## config.mk

```make
export PLATFORM = sky130hd
export DESIGN_NAME = cpu_sequencer
export DESIGN_NICKNAME = d
export VERILOG_FILES = /design/src/rtl/cpu_pkg.sv /design/src/rtl/cpu_decode.sv /design/src/rtl/cpu_sequencer.sv
export SDC_FILE = /design/constraint.sdc
export NUM_CORES = 1
export LEC_CHECK = 0
export ABC_CLOCK_PERIOD_IN_PS = 2460
export CAP_MARGIN = 0
export CELL_PAD_IN_SITES_DETAIL_PLACEMENT = 0
export CELL_PAD_IN_SITES_GLOBAL_PLACEMENT = 2
export CORE_MARGIN = 4
export CORE_UTILIZATION = 24
export DETAILED_ROUTE_END_ITERATION = 7
export GPL_TIMING_DRIVEN = 0
export PLACE_DENSITY_LB_ADDON = 0.1
export SLEW_MARGIN = 30
export SYNTH_ARGS = -nofsm -noshare
export SYNTH_HDL_FRONTEND = slang
export SYNTH_HIERARCHICAL = 1
export SYNTH_SLANG_ARGS = --single-unit
export TNS_END_PERCENT = 5
```

## constraint.sdc

```tcl
create_clock -name clk -period 2.46 [get_ports clk]
set_input_delay 0.492 -clock clk [delete_from_list [all_inputs] [get_ports clk]]
set_output_delay 0.492 -clock clk [all_outputs]
set_load 0.02 [all_outputs]
```

## src/rtl/cpu_pkg.sv

```systemverilog
// Shared definitions for the instruction sequencer: opcodes, FSM state codes,
// write-back source selects, ALU function names and the decoded-instruction record.
package cpu_pkg;

  // ALU instructions are any word with ir[15] = 0; the rest use a full nibble.
  localparam logic       OP_ALU_MSB = 1'b0;
  localparam logic [3:0] OP_MVI     = 4'b1000;
  localparam logic [3:0] OP_LD      = 4'b1001;
  localparam logic [3:0] OP_ST      = 4'b1010;
  localparam logic [3:0] OP_HLT     = 4'b1111;

  localparam logic [2:0] S_IDLE   = 3'd0;
  localparam logic [2:0] S_FETCH  = 3'd1;
  localparam logic [2:0] S_DECODE = 3'd2;
  localparam logic [2:0] S_EXEC   = 3'd3;
  localparam logic [2:0] S_MEM    = 3'd4;
  localparam logic [2:0] S_WB     = 3'd5;
  localparam logic [2:0] S_HALT   = 3'd6;

  localparam logic [1:0] WSEL_ALU = 2'b00;
  localparam logic [1:0] WSEL_IMM = 2'b01;
  localparam logic [1:0] WSEL_MEM = 2'b10;

  typedef enum logic [2:0] {
    ALU_ADD, ALU_SUB, ALU_AND, ALU_OR, ALU_XOR, ALU_SHL, ALU_SHR, ALU_PASS
  } alu_op_e;

  typedef enum logic [2:0] {
    CLS_ALU, CLS_MVI, CLS_LD, CLS_ST, CLS_HLT, CLS_ILL
  } instr_cls_e;

  typedef struct packed {
    instr_cls_e cls;
    logic [2:0] waddr;
    logic [2:0] raddr_a;
    logic [2:0] raddr_b;
    logic [7:0] imm;
    alu_op_e    alu_op;
  } dec_t;

  // Register-file write source for an instruction that reaches write-back.
  function automatic logic [1:0] wsel_for(input instr_cls_e cls);
    case (cls)
      CLS_MVI: return WSEL_IMM;
      CLS_LD:  return WSEL_MEM;
      default: return WSEL_ALU;
    endcase
  endfunction

endpackage

```

## src/rtl/cpu_decode.sv

```systemverilog
// Combinational instruction decoder: classifies the instruction register and
// extracts register selects, immediate and ALU function.
module cpu_decode
  import cpu_pkg::*;
(
  input  logic [15:0] ir,
  output dec_t        dec
);

  always_comb begin
    dec         = '0;
    dec.waddr   = ir[11:9];
    dec.raddr_a = ir[8:6];
    dec.raddr_b = ir[5:3];
    dec.imm     = ir[7:0];
    dec.alu_op  = alu_op_e'(ir[14:12]);
    if (ir[15] == OP_ALU_MSB) begin
      dec.cls = CLS_ALU;
    end else begin
      case (ir[15:12])
        OP_MVI: dec.cls = CLS_MVI;
        OP_LD:  dec.cls = CLS_LD;
        OP_ST: begin
          // A store reads the register named in the destination field.
          dec.cls     = CLS_ST;
          dec.raddr_a = ir[11:9];
        end
        OP_HLT:  dec.cls = CLS_HLT;
        default: dec.cls = CLS_ILL;
      endcase
    end
  end

endmodule

```

## src/rtl/cpu_sequencer.sv

```systemverilog
// Multi-cycle control sequencer: fetches 16-bit instructions, decodes them and
// drives register-file, ALU-flag and data-memory strobes one state at a time.
module cpu_sequencer
  import cpu_pkg::*;
#(
  parameter int              PC_W     = 8,
  parameter logic [PC_W-1:0] RESET_PC = '0
) (
  input  logic            clk,
  input  logic            reset,
  input  logic            run,
  output logic            imem_req,
  output logic [PC_W-1:0] imem_addr,
  input  logic            imem_ack,
  input  logic [15:0]     imem_rdata,
  output logic            dmem_req,
  output logic            dmem_we,
  output logic [7:0]      dmem_addr,
  input  logic            dmem_ack,
  output logic [2:0]      rf_raddr_a,
  output logic [2:0]      rf_raddr_b,
  output logic            rf_we,
  output logic [2:0]      rf_waddr,
  output logic [1:0]      rf_wsel,
  output logic [2:0]      alu_op,
  output logic            flag_we,
  output logic [7:0]      imm,
  output logic [PC_W-1:0] pc,
  output logic            halted,
  output logic            illegal,
  output logic [2:0]      dbg_state
);

  // Handshake: a request stays high with address/we stable until the cycle in
  // which its ack is sampled high; acks seen in any other state are ignored.
  logic [2:0]  state, state_nxt;
  logic [15:0] ir;
  dec_t        dec;

  cpu_decode u_decode (
    .ir  (ir),
    .dec (dec)
  );

  always_comb begin
    state_nxt = state;
    case (state)
      S_IDLE:   if (run) state_nxt = S_FETCH;
      S_FETCH:  if (imem_ack) state_nxt = S_DECODE;
      S_DECODE: begin
        case (dec.cls)
          CLS_ALU:         state_nxt = S_EXEC;
          CLS_MVI:         state_nxt = S_WB;
          CLS_LD, CLS_ST:  state_nxt = S_MEM;
          default:         state_nxt = S_HALT;
        endcase
      end
      S_EXEC:   state_nxt = S_WB;
      S_MEM: begin
        if (dmem_ack) begin
          if (dec.cls == CLS_LD) state_nxt = S_WB;
          else                   state_nxt = run ? S_FETCH : S_IDLE;
        end
      end
      S_WB:     state_nxt = run ? S_FETCH : S_IDLE;
      S_HALT:   state_nxt = S_HALT;
      default:  state_nxt = S_IDLE;
    endcase
  end

  always_ff @(posedge clk or posedge reset) begin
    if (reset) begin
      state   <= S_IDLE;
      pc      <= RESET_PC;
      ir      <= '0;
      illegal <= 1'b0;
    end else begin
      state <= state_nxt;
      if (state == S_FETCH && imem_ack) begin
        ir <= imem_rdata;
        pc <= pc + PC_W'(1);
      end
      if (state == S_DECODE && dec.cls == CLS_ILL) illegal <= 1'b1;
    end
  end

  always_comb begin
    imem_req   = 1'b0;
    imem_addr  = '0;
    dmem_req   = 1'b0;
    dmem_we    = 1'b0;
    dmem_addr  = '0;
    rf_we      = 1'b0;
    rf_wsel    = WSEL_ALU;
    flag_we    = 1'b0;
    rf_waddr   = dec.waddr;
    rf_raddr_a = dec.raddr_a;
    rf_raddr_b = dec.raddr_b;
    imm        = dec.imm;
    alu_op     = dec.alu_op;
    case (state)
      S_FETCH: begin
        imem_req  = 1'b1;
        imem_addr = pc;
      end
      S_EXEC: flag_we = 1'b1;
      S_MEM: begin
        dmem_req  = 1'b1;
        dmem_we   = (dec.cls == CLS_ST);
        dmem_addr = dec.imm;
      end
      S_WB: begin
        rf_we   = 1'b1;
        rf_wsel = wsel_for(dec.cls);
      end
      default: ;
    endcase
  end

  assign halted    = (state == S_HALT);
  assign dbg_state = state;

endmodule

```

# Yosys cells after proc, flatten, opt, wreduce, memory -nomap -nowiden
# Index checks and enable logic that the tools add are counted.
# totals
out_inout_bits	56
wordCells	48
mem_count	0
register_bits	28
mem_bits_rw	0
latchBits	0
rom_bits	0
in_bits	21
# op_classes
n_bitwise	0
n_mux	20
n_addsub	1
order_cmp	0
reduce_logical	6
div	0
shift	0
n_mul	0
eq_ne	17
# ops
operator	n
two-way mux 3 bit	7
case mux 3 bit (7 select lines)	1
equality test 4 bit, second input constant	4
two-way mux 8 bit	2
equality test 3 x 2 -> 1 bit, second input constant	4
equality test 3 bit, second input constant	4
case mux 3 bit (4 select lines)	1
case mux 3 bit (3 select lines)	1
adder 8 x 1 -> 8 bit, second input constant	1
equality test 3 x 1 -> 1 bit, second input constant	2
zero test 3 bit	2
two-way mux 1 bit	6
inequality test 2 bit, second input constant	3
case mux 2 bit (2 select lines)	1
AND reduction 3 bit	1
logical AND 1 bit	2
two-way mux 2 bit	1
OR reduction 2 bit	1

# Depth between registers and ports, before layout
# logic_depth
word_depth	7
ltp_mapped	6
ltp_nobuf	5

# Modules after synthesis
# Netlist, hierarchy kept.
# modules_own_cells
module	cells_per_inst	area_per_inst_um2	instances
cpu_sequencer	118	1375.1	1
cpu_decode	27	232.7	1

# Worst setup path before layout
# OpenSTA, ideal clock, no wires.
# synth_path
kind	reg-to-output
start	register ir[13]
end	output rf_wsel[1]
n_path_buf	0
t_arrival_ps	1579
slack_ps	389
stages_incl_launch_ff	5
path_cell_list	dfrtp_1 -> xnor2_1 -> nor3b_1 -> nor3b_1 -> and2_1
# synth_rtl
item	line	rtl
start: declaration	cpu_sequencer.sv:37	logic [15:0] ir;
start signal: assignment	cpu_sequencer.sv:80	ir <= imem_rdata;
end: declaration	cpu_sequencer.sv:24	output logic [1:0] rf_wsel,

==> flow_summary.ini <==
[yosys]
yosysTopAreaCellShare_pct = 43.6
syn_area_per_cell_sq_um = 11.1
synth_seq_area_share_pct = 43.6
yosysTopAreaCell = dfrtp_1
synth.net_count = 167
ys_top_cells_by_area = dfrtp_1, mux2_2, buf_4
synth-main-ff-cell = dfrtp_1
synth.distinct_cells = 35
syn_area_sq_um = 1610
yosys_warnings = 6
async_flop_share_pct = 100
synthCells = 145
synth-edff-count = 0
ys_ff_latch = 28

[clock_tree]
hold_buffers = 0
cts_root_buf = clkbuf_8
insertion_delay_ps = 280
clk_pin_slew_ps = 100
cts_max_level = 1
numCtsBuffers = 3
clock-sinks = 28
cts_max_path_buffers = 2
cts_tree = done

[finish]
mostFrequentLayoutCells = clkdlybuf4s50_1, dfrtp_1, buf_4
area_growth_pct = 56.3
utilization_pct = 39.1
n_fill_cell = 653
multi_input_area_sq_um = 754
seqCellArea_sq_um = 701
layout-drive-gt1-share_pct = 27.9
antenna-diode-count = 0
final_common_cell = clkdlybuf4s50_1
layout.nets = 249

[power]
irDropWorstVdd_mv = 0.432
p_per_area_nw_per_um2 = 1280
p_total_uw = 3210
p_leak_uw = 0.00115

[detailed_routing]
drt-pass1-iter-count = 2
post_drt_wl_per_cell_um = 14.1
drc = 0
routed_wl_um = 4260
drtIter0Drc = 25
dr_total_vias = 1317
viasPerCell = 4.35
antenna_left = 0

[critical_path]
worstSetupPathType = reg -> out
reg2reg_slack_ps = 790
r2r_end = dbg_state[2]$_DFFE_PP0P_
startpoint_type = flip-flop
critPathCaptureType = output pin
required_ps = 1970
worstReg2RegStart = ir[13]$_DFFE_PP0P_
worstRegToRegCells = 6
crit_fanout = 6
arrival_ps = 1870

[timing]
fmax_mhz = 423
relSlewSlack_pct = 57.3
drv_slew = 0
worst_pin_slew_ps = 640
period_needed_ps = 2360
finalClockSkew_ps = 3.62
timing.final.ws_setup_ps = 98.0
setup_viol = 0
post-route-period-util_pct = 96.0
hold_viol_final = 0
rsz0062_at_grt = true

[global_routing]
grt_max_degree = 29
grt_pass1_vias = 1429
grt_overflow = 0
grt_pass1_wl_um = 6850
antenna_found_initial = 0
grt_usage_pct = 10.3

[place]
routabilityCongestion = 0.716
place_ws_ps = -361
port_buffers = 76
hpwl_um = 3290

[floorplan]
floorplan.rows = 29
die_area_sq_um = 8070
die_h_um = 89.9
dieWidth_um = 89.9
start_util_pct = 25.0
ios = 77
core_sq_um = 6420

[run_status]
outcome = finished, final reports clean

[min_path]
holdCritStartpoint = illegal$_DFFE_PP0P_
min_path_cells = 1
whs_endpoint = illegal$_DFFE_PP0P_
min_path_type = reg -> reg

[flow_run]
drv_cap = 0
-- per-stage QoR --
| step | cells | hold WS [ps] | instance area [sq um] | TNS (ps) |
|---|---|---|---|---|
| 4_1_cts | 303 | 502 | 2520 | 0 |
| 5_1_grt | 303 | 529 | 2510 | -11.3 |
| 2_1_floorplan | 145 | 481 | 1610 | 0 |
| 6_report | 303 | 495 | 2510 | 0 |
| 3_5_place_dp | 298 | 478 | 2460 | -438 |
| 3_3_place_gp | 298 | 473 | 2460 | -411 |
-- cells in the mapped netlist, types with 2 or more instances --
cell type and count:
and2_1 18, and3_1 2, and4bb_4 2, buf_2 3
buf_4 20, dfrtp_1 28, inv_1 2, mux2_2 16
mux2_4 3, nand2_1 7, nand3_1 3, nand4_1 2
nor2_1 4, nor2b_1 4, nor3b_1 3, o21ai_0 2
xnor2_1 8
-- how the worst max path moves through the flow --
stage	start	end
global placement	ir[13]$_DFFE_PP0P_	rf_wsel[1]
finish	ir[13]$_DFFE_PP0P_	rf_wsel[1]
global route	ir[13]$_DFFE_PP0P_	rf_wsel[1]
floorplan	ir[13]$_DFFE_PP0P_	rf_wsel[1]
detailed placement	ir[13]$_DFFE_PP0P_	rf_wsel[1]
CTS	dbg_state[1]$_DFFE_PP0P_	dmem_req
-- logic make-up (layout without fill, tap and decap cells) --
family                   after synthesis  after routing  share of synthesized area, %
AO/OA/AOI/OAI                         13             13                          6.30
multiplexers                          19             19                          14.0
buffers and inverters                 26            107                          11.0
flip-flops                            28             28                          43.6
AND/OR/NAND/NOR                       49             49                          19.5
adder cells (fa/ha/maj)                1              1                         0.778
XOR/XNOR                               9              9                          4.90
-- state kept, by name, summed over array words and instances, names as in the netlist --
name and cells:
ir 16, pc 8, illegal 1, dbg_state 3
-- layout make-up --
cell class | instances | area share [%]
buffer | 23 | 6.67
multi-input combinational | 91 | 30.0
clock buffer | 4 | 2.19
sequential | 28 | 27.9
inverter | 3 | 0.448
timing repair buffer | 77 | 28.9
tap | 77 | 3.83
-- critical path: stages (launching register included) --
cell           delay (ps)
dfrtp_1               460
xnor2_1               170
nor3b_2               210
nor3b_2               260
and2_1                160
dlygate4sd2_1         330
-- repair_timing --
item | in CTS | in global routing
pin swaps | 1 | 0
setup buffers | 1 | 0
gates resized for setup | 29 | 16
endpoints found under the setup margin | 24 | 12
-- metal layers --
metal	GRT usage, %	vias up	wire length [um]
met1	11.8	625	1910
met4	3.06	0	40
met5	0	-	0
li1	-	646	-
met2	18.9	42	2080
met3	2.42	4	227
-- power by group --
part / leakage (uW) / internal (uW) / total (uW) / switching [uW]
combinational: 0.000782 / 1090 / 2040 / 950
clock: 0.0000288 / 144 / 296 / 153
sequential: 0.000344 / 666 / 869 / 203
(Power assumes the default switching activity.)
==> RTL change 1 (same settings) <==
The parameter `PC_W` goes from 8 to 10.
--- a/src/rtl/cpu_sequencer.sv
+++ b/src/rtl/cpu_sequencer.sv
@@ -4,5 +4,5 @@
   import cpu_pkg::*;
 #(
-  parameter int              PC_W     = 8,
+  parameter int              PC_W     = 10,
   parameter logic [PC_W-1:0] RESET_PC = '0
 ) (
Interface: changed (resized imem_addr and pc); port bits go from 77 to 81. The function was not compared with the original's and may differ.
==> RTL change 1 against the unedited design <==
Setup slack got worse by 95 ps; via count up 8.6%; routed wire length is 11% higher; sequential share of layout area fell by 1.0 points; global-route usage rose by 0.85 points; non-clock buffer count is 4 higher; area after synthesis grew 11%; worst hold slack worse by 40 ps; die area is 10% higher; count of clock-buffer cells in the layout is 3 higher; design area up 12%; total power rose by 11%; sequential power is 6.1% higher; sequential cell count up 2.
==> RTL change 1: results (changes against the unedited design) <==
[final_layout]
drive_above_1_share_pct = 28.6  ; +0.70 points
nNetsFinal = 267  ; +7.2%
fill_cells = 774  ; +19%

[drt]
vias = 1430  ; +8.6%
drtIter0Drc = 39  ; +56%
viasPerCell = 4.16  ; -4.4%
met3_length_microns = 450  ; +98%

[setup_path]
reg2reg_from = dbg_state[1]
worst-r2r-setup-slack_ps = 590  ; -200 ps
critical_path.startpoint = ir[14]

[yosys]
ys_seq_area_share_pct = 42.0  ; -1.6 points
syn_area_per_cell_sq_um = 11.4  ; +2.7%
synth_compound_area_share_pct = 3.64  ; -2.7 points
synth_nets = 179  ; +7.2%
synth_mux_area_share_pct = 14.9  ; +0.90 points

[sta]
holdWs_ps = 455  ; -39.8 ps
period_needed_ps = 2460  ; +94.6 ps

[placed_design]
portBuffers = 80  ; +5.3%
hpwl_microns = 3500  ; +6.6%

[power_and_ir_drop]
p_leak_uw = 0.00133  ; +15%
ir_drop_v = 0.000483  ; +12%
clkPwrFrac_pct = 10.3  ; +1.1 points
switching_share_pct = 40.2  ; -0.49 points

[global_route]
use_met2_pct = 17.6  ; -1.3 points
grt_pass1_vias = 1559  ; +9.1%
grt_pass1_wl_microns = 7790  ; +14%
grt_max_degree = 31  ; +6.9%
track_usage_pct = 11.1  ; +0.85 points
grt_use_met1_pct = 14.2  ; +2.4 points
grt.met3_usage_pct = 4.65  ; +2.2 points

[outcome]
outcome = complete, no violations

[clock_tree]
clkTransAtPathRegs_ps = 60  ; -40 ps
cts_resized = 36  ; +24%

RTL change 1: changes by cell type in the layout (fill, tap and decap cells not counted), moves of 3 or more:
cell | before | now
buf_4 | 22 | 19
clkbuf_2 | 5 | 9
xor2_1 | 1 | 4
nand2_1 | 7 | 3
mux2_2 | 16 | 9
nor3_1 | 0 | 4
mux2_4 | 3 | 11
RTL change 1: final cells by class:
type / count / area, sq um / share of cell area, %
sequential: 30 / 753 / 26.9
inverter: 4 / 20.0 / 0.714
tap: 99 / 124 / 4.42
clock buffer: 7 / 76.3 / 2.72
timing repair buffer: 82 / 778 / 27.8
buffer: 22 / 180 / 6.43
multi-input combinational: 100 / 871 / 31.1
RTL change 1: critical path, stage by stage (launching register included):
cell,delay [ps]
dfrtp_1,460
xnor2_1,230
a21boi_2,130
or3b_4,440
nor4bb_4,260
buf_4,180
RTL change 1: stage by stage:
stage                     util (%)  power (uW)
final                         38.6        3560
after global routing          38.6        3810
after CTS                     38.8        3610
after detailed placement      37.6        3240
after global placement        37.6        3250
after floorplan                  -        2340
==> RTL change 2 (config.mk and constraints unchanged) <==
Made on the original files. Register the output `flag_we`, without a reset; this adds one clock of latency there. The other outputs are not delayed to match.
--- a/src/rtl/cpu_sequencer.sv
+++ b/src/rtl/cpu_sequencer.sv
@@ -31,4 +31,6 @@
   output logic [2:0]      dbg_state
 );
+
+  logic flag_we_d;
 
   // Handshake: a request stays high with address/we stable until the cycle in
@@ -93,5 +95,5 @@
     rf_we      = 1'b0;
     rf_wsel    = WSEL_ALU;
-    flag_we    = 1'b0;
+    flag_we_d  = 1'b0;
     rf_waddr   = dec.waddr;
     rf_raddr_a = dec.raddr_a;
@@ -104,5 +106,5 @@
         imem_addr = pc;
       end
-      S_EXEC: flag_we = 1'b1;
+      S_EXEC: flag_we_d = 1'b1;
       S_MEM: begin
         dmem_req  = 1'b1;
@@ -121,4 +123,8 @@
   assign dbg_state = state;
 
+  always_ff @(posedge clk) begin
+    flag_we <= flag_we_d;
+  end
+
 endmodule
 
Function: changed (Yosys sat finds a counterexample within 4 cycles, from zero or initial values and one cycle with reset high).
==> RTL change 2 against the unedited design <==
Setup slack improved by 11 ps; critical path depth is the same; sequential cell count is 1 higher; combinational power is essentially flat; design area rose by 3.5%; area after synthesis is 1.2% higher; total power up 2.9%; routed wire length fell by 4.2%; global-route usage increased by 0.098 points.
==> RTL change 2: results (changes against the unedited design) <==
[yosys]
synth.area.top_cells = dfrtp_1, mux2_2, buf_4, and2_1, xnor2_1
ys_seq_area_share_pct = 44.3  ; +0.69 points
ys_types = 36  ; +2.9%
synth_top_area_share_pct = 43.0  ; -0.54 points
synth_nets = 168  ; +0.60%
ys.flop_type = dfrtp_1
yosysWarnings = 6  ; unchanged
async_flop_share_pct = 96.6  ; -3.4 points

[clock_tree]
h-tree-depth = 2  ; +1
cts_buffer_depth = 2  ; unchanged
clkTransAtPathRegs_ps = 60  ; -40 ps
cts_inserted_buffers = 5  ; +2

[outcome]
outcome = complete, no violations

[drt]
wl_microns = 4080  ; -4.2%
dr.pass1.iters = 4  ; +2

[sta]
slew-limit-headroom_pct = 58.5  ; +1.2 points
finClkSkew_ps = 7.81  ; +4.19 ps
worst_slack_ps = 109  ; +11.3 ps

[setup_path]
cp_max_fo = 10  ; +4
critPathCapture = imem_addr[2]
critical_path.startpoint = dbg_state[2]

[global_route]
track_usage_pct = 10.4  ; +0.098 points
grt_pass1_wl_microns = 6910  ; +0.90%

[final_layout]
drive_above_1_share_pct = 26.7  ; -1.2 points
nNetsFinal = 253  ; +1.6%

[placed_design]
dpl_worst_slack_ps = -378  ; -17.1 ps
hpwl_microns = 3180  ; -3.1%
place_congestion = 0.705  ; -1.6%

[power_and_ir_drop]
p_leak_uw = 0.00124  ; +7.0%

## RTL change 2: cell types whose count changed in the layout (fill, tap and decap cells not counted), sizes merged
cell / unedited run / this run
clkinv: 0 / 2
clkdlybuf4s15: 3 / 5
buf: 24 / 25
dlymetal6s2s: 1 / 4
clkbuf: 9 / 6
dfxtp: 0 / 1
## RTL change 2: final cells by class
class	instances	area, sq um
repair buffers	78	767
well taps	77	96.3
clock buffers	6	72.6
plain buffers	23	168
inverters	3	11.3
multi-input cells	91	754
clock inverters	2	10.0
fillers	655	3860
flip-flops and latches	29	721
## RTL change 2: worst max-delay path: stages, from the launching register on
cell	delay [ps]
dfrtp_1	400
buf_2	180
or3b_4	420
inv_2	130
and2_1	130
dlygate4sd2_1	330
## RTL change 2: metrics by stage
stage	cells	instance area (sq um)	power [uW]
2_1_floorplan	146	1630	2150
6_report	309	2600	3300
3_3_place_gp	299	2480	2970
3_5_place_dp	299	2480	2980
4_1_cts	308	2570	3340
5_1_grt	309	2600	3550
## RTL change 2: how the worst min path moves through the flow
stage	end	slack, ps	cells after the start
6_report	illegal	490	1
5_1_grt	illegal	530	1
4_1_cts	illegal	490	1
3_5_place_dp	illegal	480	1
3_3_place_gp	illegal	460	1
2_1_floorplan	ir[8]	480	1
## RTL change 2: cells by family (layout without fill, tap and decap cells)
logic type	after synthesis	after routing	synth area share, %
adder cells (fa/ha/maj)	1	1	0.769
AO/OA/AOI/OAI	13	13	6.23
buffers and inverters	26	112	10.8
multiplexers	19	19	13.8
XOR/XNOR	9	9	4.84
flip-flops	29	29	44.3
AND/OR/NAND/NOR	49	49	19.2
## RTL change 2: routing by layer
layer / GRT usage (%) / vias up / share of wire, % / wire [microns]
met1: 11.9 / 632 / 43 / 1760
li1: - / 656 / - / -
met4: 3.06 / 0 / 0.56 / 23
met3: 4.00 / 2 / 6.1 / 251
met2: 17.9 / 41 / 50 / 2050
met5: 0 / - / 0 / 0
## RTL change 2: power by group
group          internal [uW]  switching [uW]
combinational           1100             941
sequential               691             200
clock                    195             170
## RTL change 2: timing repair
item	CTS	global route
gates resized for setup	25	12
endpoints found under the setup margin	24	10
pin swaps	1	1
setup buffers	1	1
